### src/rtl/uart_pkg.sv
// Shared types and constants for the UART receive-to-transmit loopback FIFO.
// State encodings for the receive and transmit handshake FSMs.
package uart_pkg;

  localparam int unsigned UartDataWidth = 8;

  typedef enum logic {
    RIdle,
    RAck
  } rx_state_e;

  typedef enum logic [1:0] {
    TIdle,
    TLaunch,
    TWait
  } tx_state_e;

endpackage

### src/rtl/uart_fifo_mem.sv
// Register-array storage for the loopback FIFO: one write port, one registered read port.
// Storage is not reset; only the read-data register is.
module uart_fifo_mem #(
  parameter int unsigned DataWidth = 8,
  parameter int unsigned AddrWidth = 4
) (
  input  logic                 clk_i,
  input  logic                 rst_i,
  input  logic                 we_i,
  input  logic [AddrWidth-1:0] waddr_i,
  input  logic [DataWidth-1:0] wdata_i,
  input  logic                 re_i,
  input  logic [AddrWidth-1:0] raddr_i,
  output logic [DataWidth-1:0] rdata_o
);

  localparam int unsigned Depth = 2 ** AddrWidth;

  logic [DataWidth-1:0] mem_q [Depth];
  logic [DataWidth-1:0] rdata_q;

  always_ff @(posedge clk_i) begin
    if (we_i) begin
      mem_q[waddr_i] <= wdata_i;
    end
  end

  // Read register only updates on a pop, so the output holds between launches.
  always_ff @(posedge clk_i) begin
    if (rst_i) begin
      rdata_q <= '0;
    end else if (re_i) begin
      rdata_q <= mem_q[raddr_i];
    end
  end

  assign rdata_o = rdata_q;

endmodule

### src/rtl/uart_loopback_fifo.sv
// Byte FIFO between a UART receiver and transmitter, owning both handshakes.
// Define UART_FIFO_STATUS_EN to expose count_o and the sticky overflow_o flag.
module uart_loopback_fifo
  import uart_pkg::*;
#(
  parameter int unsigned DATA_WIDTH = UartDataWidth,
  parameter int unsigned ADDR_WIDTH = 4
) (
  input  logic                  clock_i,
  input  logic                  reset_i,
  input  logic [DATA_WIDTH-1:0] rx_data_i,
  input  logic                  rx_ready_i,
  output logic                  rx_clear_ready_o,
  output logic [DATA_WIDTH-1:0] tx_data_o,
  output logic                  tx_write_o,
`ifdef UART_FIFO_STATUS_EN
  output logic [ADDR_WIDTH:0]   count_o,
  output logic                  overflow_o,
`endif
  input  logic                  tx_busy_i
);

  localparam int unsigned Depth = 2 ** ADDR_WIDTH;
  localparam logic [ADDR_WIDTH:0]   DepthCnt = Depth[ADDR_WIDTH:0];
  localparam logic [ADDR_WIDTH:0]   CntOne   = 1;
  localparam logic [ADDR_WIDTH-1:0] PtrOne   = 1;

  rx_state_e rx_state_q, rx_state_d;
  tx_state_e tx_state_q, tx_state_d;

  logic [ADDR_WIDTH-1:0] wr_ptr_q, wr_ptr_d;
  logic [ADDR_WIDTH-1:0] rd_ptr_q, rd_ptr_d;
  logic [ADDR_WIDTH:0]   count_q, count_d;
  logic                  clear_q, clear_d;
  logic                  write_q, write_d;
  logic                  full, empty;
  logic                  push, pop;

  assign full  = (count_q == DepthCnt);
  assign empty = (count_q == '0);

  // Receive side: one push per received byte, acknowledge held until ready drops.
  always_comb begin
    rx_state_d = rx_state_q;
    clear_d    = clear_q;
    push       = 1'b0;
    case (rx_state_q)
      RIdle: begin
        if (rx_ready_i) begin
          // A same-cycle pop frees a slot, so a full FIFO still accepts.
          push       = ~full | pop;
          clear_d    = 1'b1;
          rx_state_d = RAck;
        end
      end
      RAck: begin
        if (!rx_ready_i) begin
          clear_d    = 1'b0;
          rx_state_d = RIdle;
        end
      end
      default: rx_state_d = RIdle;
    endcase
  end

  // Transmit side: pop and launch when idle, hold write until busy acknowledges it.
  always_comb begin
    tx_state_d = tx_state_q;
    write_d    = write_q;
    pop        = 1'b0;
    case (tx_state_q)
      TIdle: begin
        if (!empty && !tx_busy_i) begin
          pop        = 1'b1;
          write_d    = 1'b1;
          tx_state_d = TLaunch;
        end
      end
      TLaunch: begin
        if (tx_busy_i) begin
          write_d    = 1'b0;
          tx_state_d = TWait;
        end
      end
      TWait: begin
        if (!tx_busy_i) begin
          tx_state_d = TIdle;
        end
      end
      default: tx_state_d = TIdle;
    endcase
  end

  always_comb begin
    wr_ptr_d = push ? wr_ptr_q + PtrOne : wr_ptr_q;
    rd_ptr_d = pop ? rd_ptr_q + PtrOne : rd_ptr_q;
    count_d  = count_q;
    case ({push, pop})
      2'b10:   count_d = count_q + CntOne;
      2'b01:   count_d = count_q - CntOne;
      default: count_d = count_q;
    endcase
  end

  always_ff @(posedge clock_i) begin
    if (reset_i) begin
      rx_state_q <= RIdle;
      tx_state_q <= TIdle;
      wr_ptr_q   <= '0;
      rd_ptr_q   <= '0;
      count_q    <= '0;
      clear_q    <= 1'b0;
      write_q    <= 1'b0;
    end else begin
      rx_state_q <= rx_state_d;
      tx_state_q <= tx_state_d;
      wr_ptr_q   <= wr_ptr_d;
      rd_ptr_q   <= rd_ptr_d;
      count_q    <= count_d;
      clear_q    <= clear_d;
      write_q    <= write_d;
    end
  end

`ifdef UART_FIFO_STATUS_EN
  logic overflow_q, overflow_d;

  always_comb begin
    overflow_d = overflow_q;
    if (rx_state_q == RIdle && rx_ready_i && full && !pop) begin
      overflow_d = 1'b1;
    end
  end

  always_ff @(posedge clock_i) begin
    if (reset_i) begin
      overflow_q <= 1'b0;
    end else begin
      overflow_q <= overflow_d;
    end
  end

  assign count_o    = count_q;
  assign overflow_o = overflow_q;
`endif

  uart_fifo_mem #(
    .DataWidth(DATA_WIDTH),
    .AddrWidth(ADDR_WIDTH)
  ) u_mem (
    .clk_i  (clock_i),
    .rst_i  (reset_i),
    .we_i   (push),
    .waddr_i(wr_ptr_q),
    .wdata_i(rx_data_i),
    .re_i   (pop),
    .raddr_i(rd_ptr_q),
    .rdata_o(tx_data_o)
  );

  assign rx_clear_ready_o = clear_q;
  assign tx_write_o       = write_q;

endmodule

### config.mk
export PLATFORM = sky130hd
export DESIGN_NAME = uart_loopback_fifo
export DESIGN_NICKNAME = d
export VERILOG_FILES = /design/src/rtl/uart_pkg.sv /design/src/rtl/uart_fifo_mem.sv /design/src/rtl/uart_loopback_fifo.sv
export SDC_FILE = /design/constraint.sdc
export NUM_CORES = 1
export LEC_CHECK = 0
export ABC_AREA = 1
export ABC_CLOCK_PERIOD_IN_PS = 1870
export BUFFER_PORTS_ARGS = -buffer_cell sky130_fd_sc_hd__buf_2
export CORE_ASPECT_RATIO = 1.2
export CORE_MARGIN = 2
export CORE_UTILIZATION = 45
export CTS_CLUSTER_SIZE = 24
export DETAILED_ROUTE_END_ITERATION = 8
export GPL_TIMING_DRIVEN = 1
export PLACE_DENSITY_LB_ADDON = 0.1
export SYNTH_ARGS = -nofsm -noshare
export SYNTH_HDL_FRONTEND = slang
export SYNTH_SLANG_ARGS = --single-unit
### constraint.sdc
create_clock -name clock_i -period 1.87 [get_ports clock_i]
set_input_delay 0.374 -clock clock_i [delete_from_list [all_inputs] [get_ports clock_i]]
set_output_delay 0.374 -clock clock_i [all_outputs]
set_load 0.05 [all_outputs]
==> key figures <==
Pwr
  • Register share of total power: 37.1%
  • Static leakage: 3.46 nW
  • Clock Power Share: 30.6%
  • Sw Pwr: 3.73 mW
  • IR drop worst, VDD: 0.000475 V
  • Combinational power share: 32.3%
  • Cell-internal power: 7.26 mW
  • Sw frac: 33.9%
  • Pwr dens: 1360 nW/um^2

Layout
  • Commonest cells after routing, fill and taps aside: 224 x nand2_1, 128 x edfxtp_1, 97 x nand3_1
  • Layout area overhead: 18.7%
  • Filler instances: 1328
  • Commonest non-fill, non-tap cell in the layout: nand2_1
  • Final instance area: 8080 sq um
  • Share of layout cells above drive strength 1: 17.8%
  • Final antenna diode count: 0
  • Final #Nets: 772

GRT
  • First-pass GRT wire length: 24100 um
  • Tot GR Track Use: 20.2%
  • Pin count of the biggest net entering global routing: 42
  • Initial antenna violation count: 0
  • GRT overflow: 0
  • Vias in the first global route: 4546

Placed design
  • Dpl hpwl: 9980 um
  • IO buf count: 21
  • GPL Wtd Cong: 0.903
  • DP Area: 7330 sq um

Floorplanning
  • Chip Height: 139 um
  • Row count: 49
  • Initial Utilization: 45.7%
  • Die outline width: 116 um
  • Die area: 16100 sq um
  • Io pins: 22
  • Core area: 14900 sq um

STA
  • Period utilization: 104%
  • Slew margin rel.: 67.5%
  • Final setup TNS: -0.0981 ns
  • Skew final: 0.00509 ns
  • Final setup fails: 2
  • RSZ-0062 raised after global routing: true
  • Tmin final: 1.95 ns
  • Slew @ Worst Pin: 0.486 ns
  • Fin. max-slew vios: 0
  • Slack of the critical path: -0.0821 ns
  • FMAX: 0.512 GHz
  • Final hold vios: 0

Setup path
  • Crit path DAT: 2.30 ns
  • Critical path fanouts, max: 3
  • Critical path type: reg -> reg
  • Worst Setup End Kind: flop
  • Data required time of the worst path: 2.22 ns
  • CP startpoint kind: flop

Synthesis
  • FF+latch count, synth: 154
  • Sequential-to-total area share from yosys stat: 64.1%
  • Syn Nets: 715
  • Mapped Cells: 694
  • Synth unique cells: 27
  • Synth warnings: 0
  • Post-synthesis cell area: 6810 sq um
  • Mean post-synth cell area: 9.81 sq um

Clock tree
  • Clock-pin slew on the worst setup and hold paths: 0.06 ns
  • Worst-Skew Late Latency: 0.42 ns
  • CTS max path bufs: 2
  • H-tree Lvls: 4
  • Root Buffer: clkbuf_16
  • CTS tree: built
  • Post-CTS Hold Buffers: 0
  • CTS Buf Count: 17
  • Clk sinks: 154

Outcome
  • Outcome: finished, violations left
  • Failing checks: negative setup slack

Run
  • Max-Cap Viols: 0

Routing
  • Vias per cell: 4.87
  • Initial detailed-routing violation count: 328
  • DRC violations left: 0
  • Via count: 4714
  • Drt total wl: 15400 um
  • Wirelength per Cell: 15.9 um
  • Post-DRT Antenna Nets: 0
  • DR pass1 iterations: 4

Hold path
  • Hold WC Path Type: in -> reg
power by group through the flow:
stage          Sequential (mW)  Clock, mW  Combinational (mW)
5_1_grt                   4.10       3.57                3.93
6_report                  4.07       3.37                3.55
3_5_place_dp              4.14          0                3.26
4_1_cts                   4.07       3.42                3.41
3_3_place_gp              4.13          0                3.22
2_1_floorplan             4.42          0                2.03
final cells by class:
class	instances	area [sq um]	share of cell area, %
Clock buffer	27	537	6.65
Clock inverter	5	52.6	0.651
Inverter	99	372	4.60
Multi-Input combinational cell	412	1990	24.7
Sequential cell	154	4380	54.2
Tap cell	204	255	3.16
Timing Repair Buffer	67	490	6.07
layer usage:
| metal | wire length (um) | track usage (%) | part of all wire, % | up-vias |
|---|---|---|---|---|
| met5 | 0 | 0 | 0 | - |
| met4 | 286 | 7.64 | 1.9 | 0 |
| met3 | 533 | 4.11 | 3.5 | 17 |
| met2 | 7580 | 32.2 | 49 | 88 |
| met1 | 7030 | 27.3 | 46 | 2247 |
| li1 | - | - | - | 2362 |
path summary, 6_finish.rpt:
path                                 start                to  slack, ns  depth (start not counted)
worst min-delay path            rx_ready_i        rx_state_q       0.29                          4
worst max-delay path            count_q[0]        count_q[4]      -0.08                         16
worst max register to register  count_q[0]        count_q[4]      -0.08                         16
worst min register to register  rx_state_q  rx_clear_ready_o       0.44                          1
cells in the mapped netlist:
| master | n | share of area (%) |
|---|---|---|
| inv_2 | 3 | 0.17 |
| nand3b_1 | 1 | 0.11 |
| dfxtp_1 | 26 | 7.6 |
| o21a_1 | 8 | 0.88 |
| o21bai_1 | 1 | 0.11 |
| buf_2 | 12 | 0.88 |
| xnor2_1 | 1 | 0.13 |
| buf_1 | 1 | 0.055 |
| nor2_1 | 26 | 1.4 |
| a211oi_1 | 1 | 0.11 |
| clkbuf_1 | 4 | 0.22 |
| a21boi_0 | 1 | 0.11 |
| nand3_1 | 98 | 7.2 |
| ha_1 | 9 | 1.7 |
| o21ai_0 | 7 | 0.51 |
| inv_1 | 95 | 5.2 |
| o211ai_2 | 1 | 0.18 |
| clkinv_1 | 1 | 0.055 |
| nand4_1 | 1 | 0.092 |
| a21oi_1 | 14 | 1.0 |
| xor2_1 | 6 | 0.77 |
| nand2_2 | 2 | 0.18 |
| edfxtp_1 | 128 | 56 |
| buf_4 | 8 | 0.88 |
| buf_6 | 4 | 0.66 |
| nand2_1 | 233 | 13 |
| nor2_4 | 2 | 0.33 |
worst max-delay path: stages (launching register included):
cell	delay [ns]
dfxtp_1	0.32
inv_1	0.09
nand2_2	0.07
nor2_4	0.11
o211ai_2	0.09
nand2_2	0.10
ha_4	0.18
xor2_2	0.16
ha_2	0.20
inv_2	0.04
nand2_4	0.07
nand3_4	0.09
nand2_2	0.08
nand2_1	0.04
nand2_1	0.06
nand2_1	0.06
a21oi_2	0.12
registers in the layout, summed over array words and instances (netlist names):
register / flops
rx_state_q: 1
u_mem.mem_q: 128
count_q: 5
rd_ptr_q: 4
tx_write_o: 1
rx_clear_ready_o: 1
tx_state_q: 2
wr_ptr_q: 4
u_mem.rdata_o: 8
logic make-up after synthesis:
group / Yosys count / share of synthesized area, %
simple gates: 363 / 22.2
flops: 154 / 64.1
buf+inv: 128 / 8.16
compound gates: 33 / 2.94
fa+ha+maj: 9 / 1.65
xor+xnor: 7 / 0.901
per-stage QoR:
stage	setup slack, ns	total power, mW	utilization (%)	instances	hold WS (ns)
detailed placement	-0.0666	7.40	49.2	930	0.426
floorplan	-0.0766	6.45	-	694	0.413
global route	-0.172	11.6	54.2	968	0.301
global placement	-0.0332	7.35	49.2	930	0.429
finish	-0.0821	11.0	54.2	968	0.290
CTS	-0.0209	10.9	53.6	967	0.274
what timing repair did:
item,4_1_cts,5_1_grt
resized for setup,8,28
endpoints found under the setup margin,3,116
hold endpoints to repair,0,0
buffers inserted,5,1
pin swaps,8,13
Note: power is estimated with default switching activity, not from simulation.
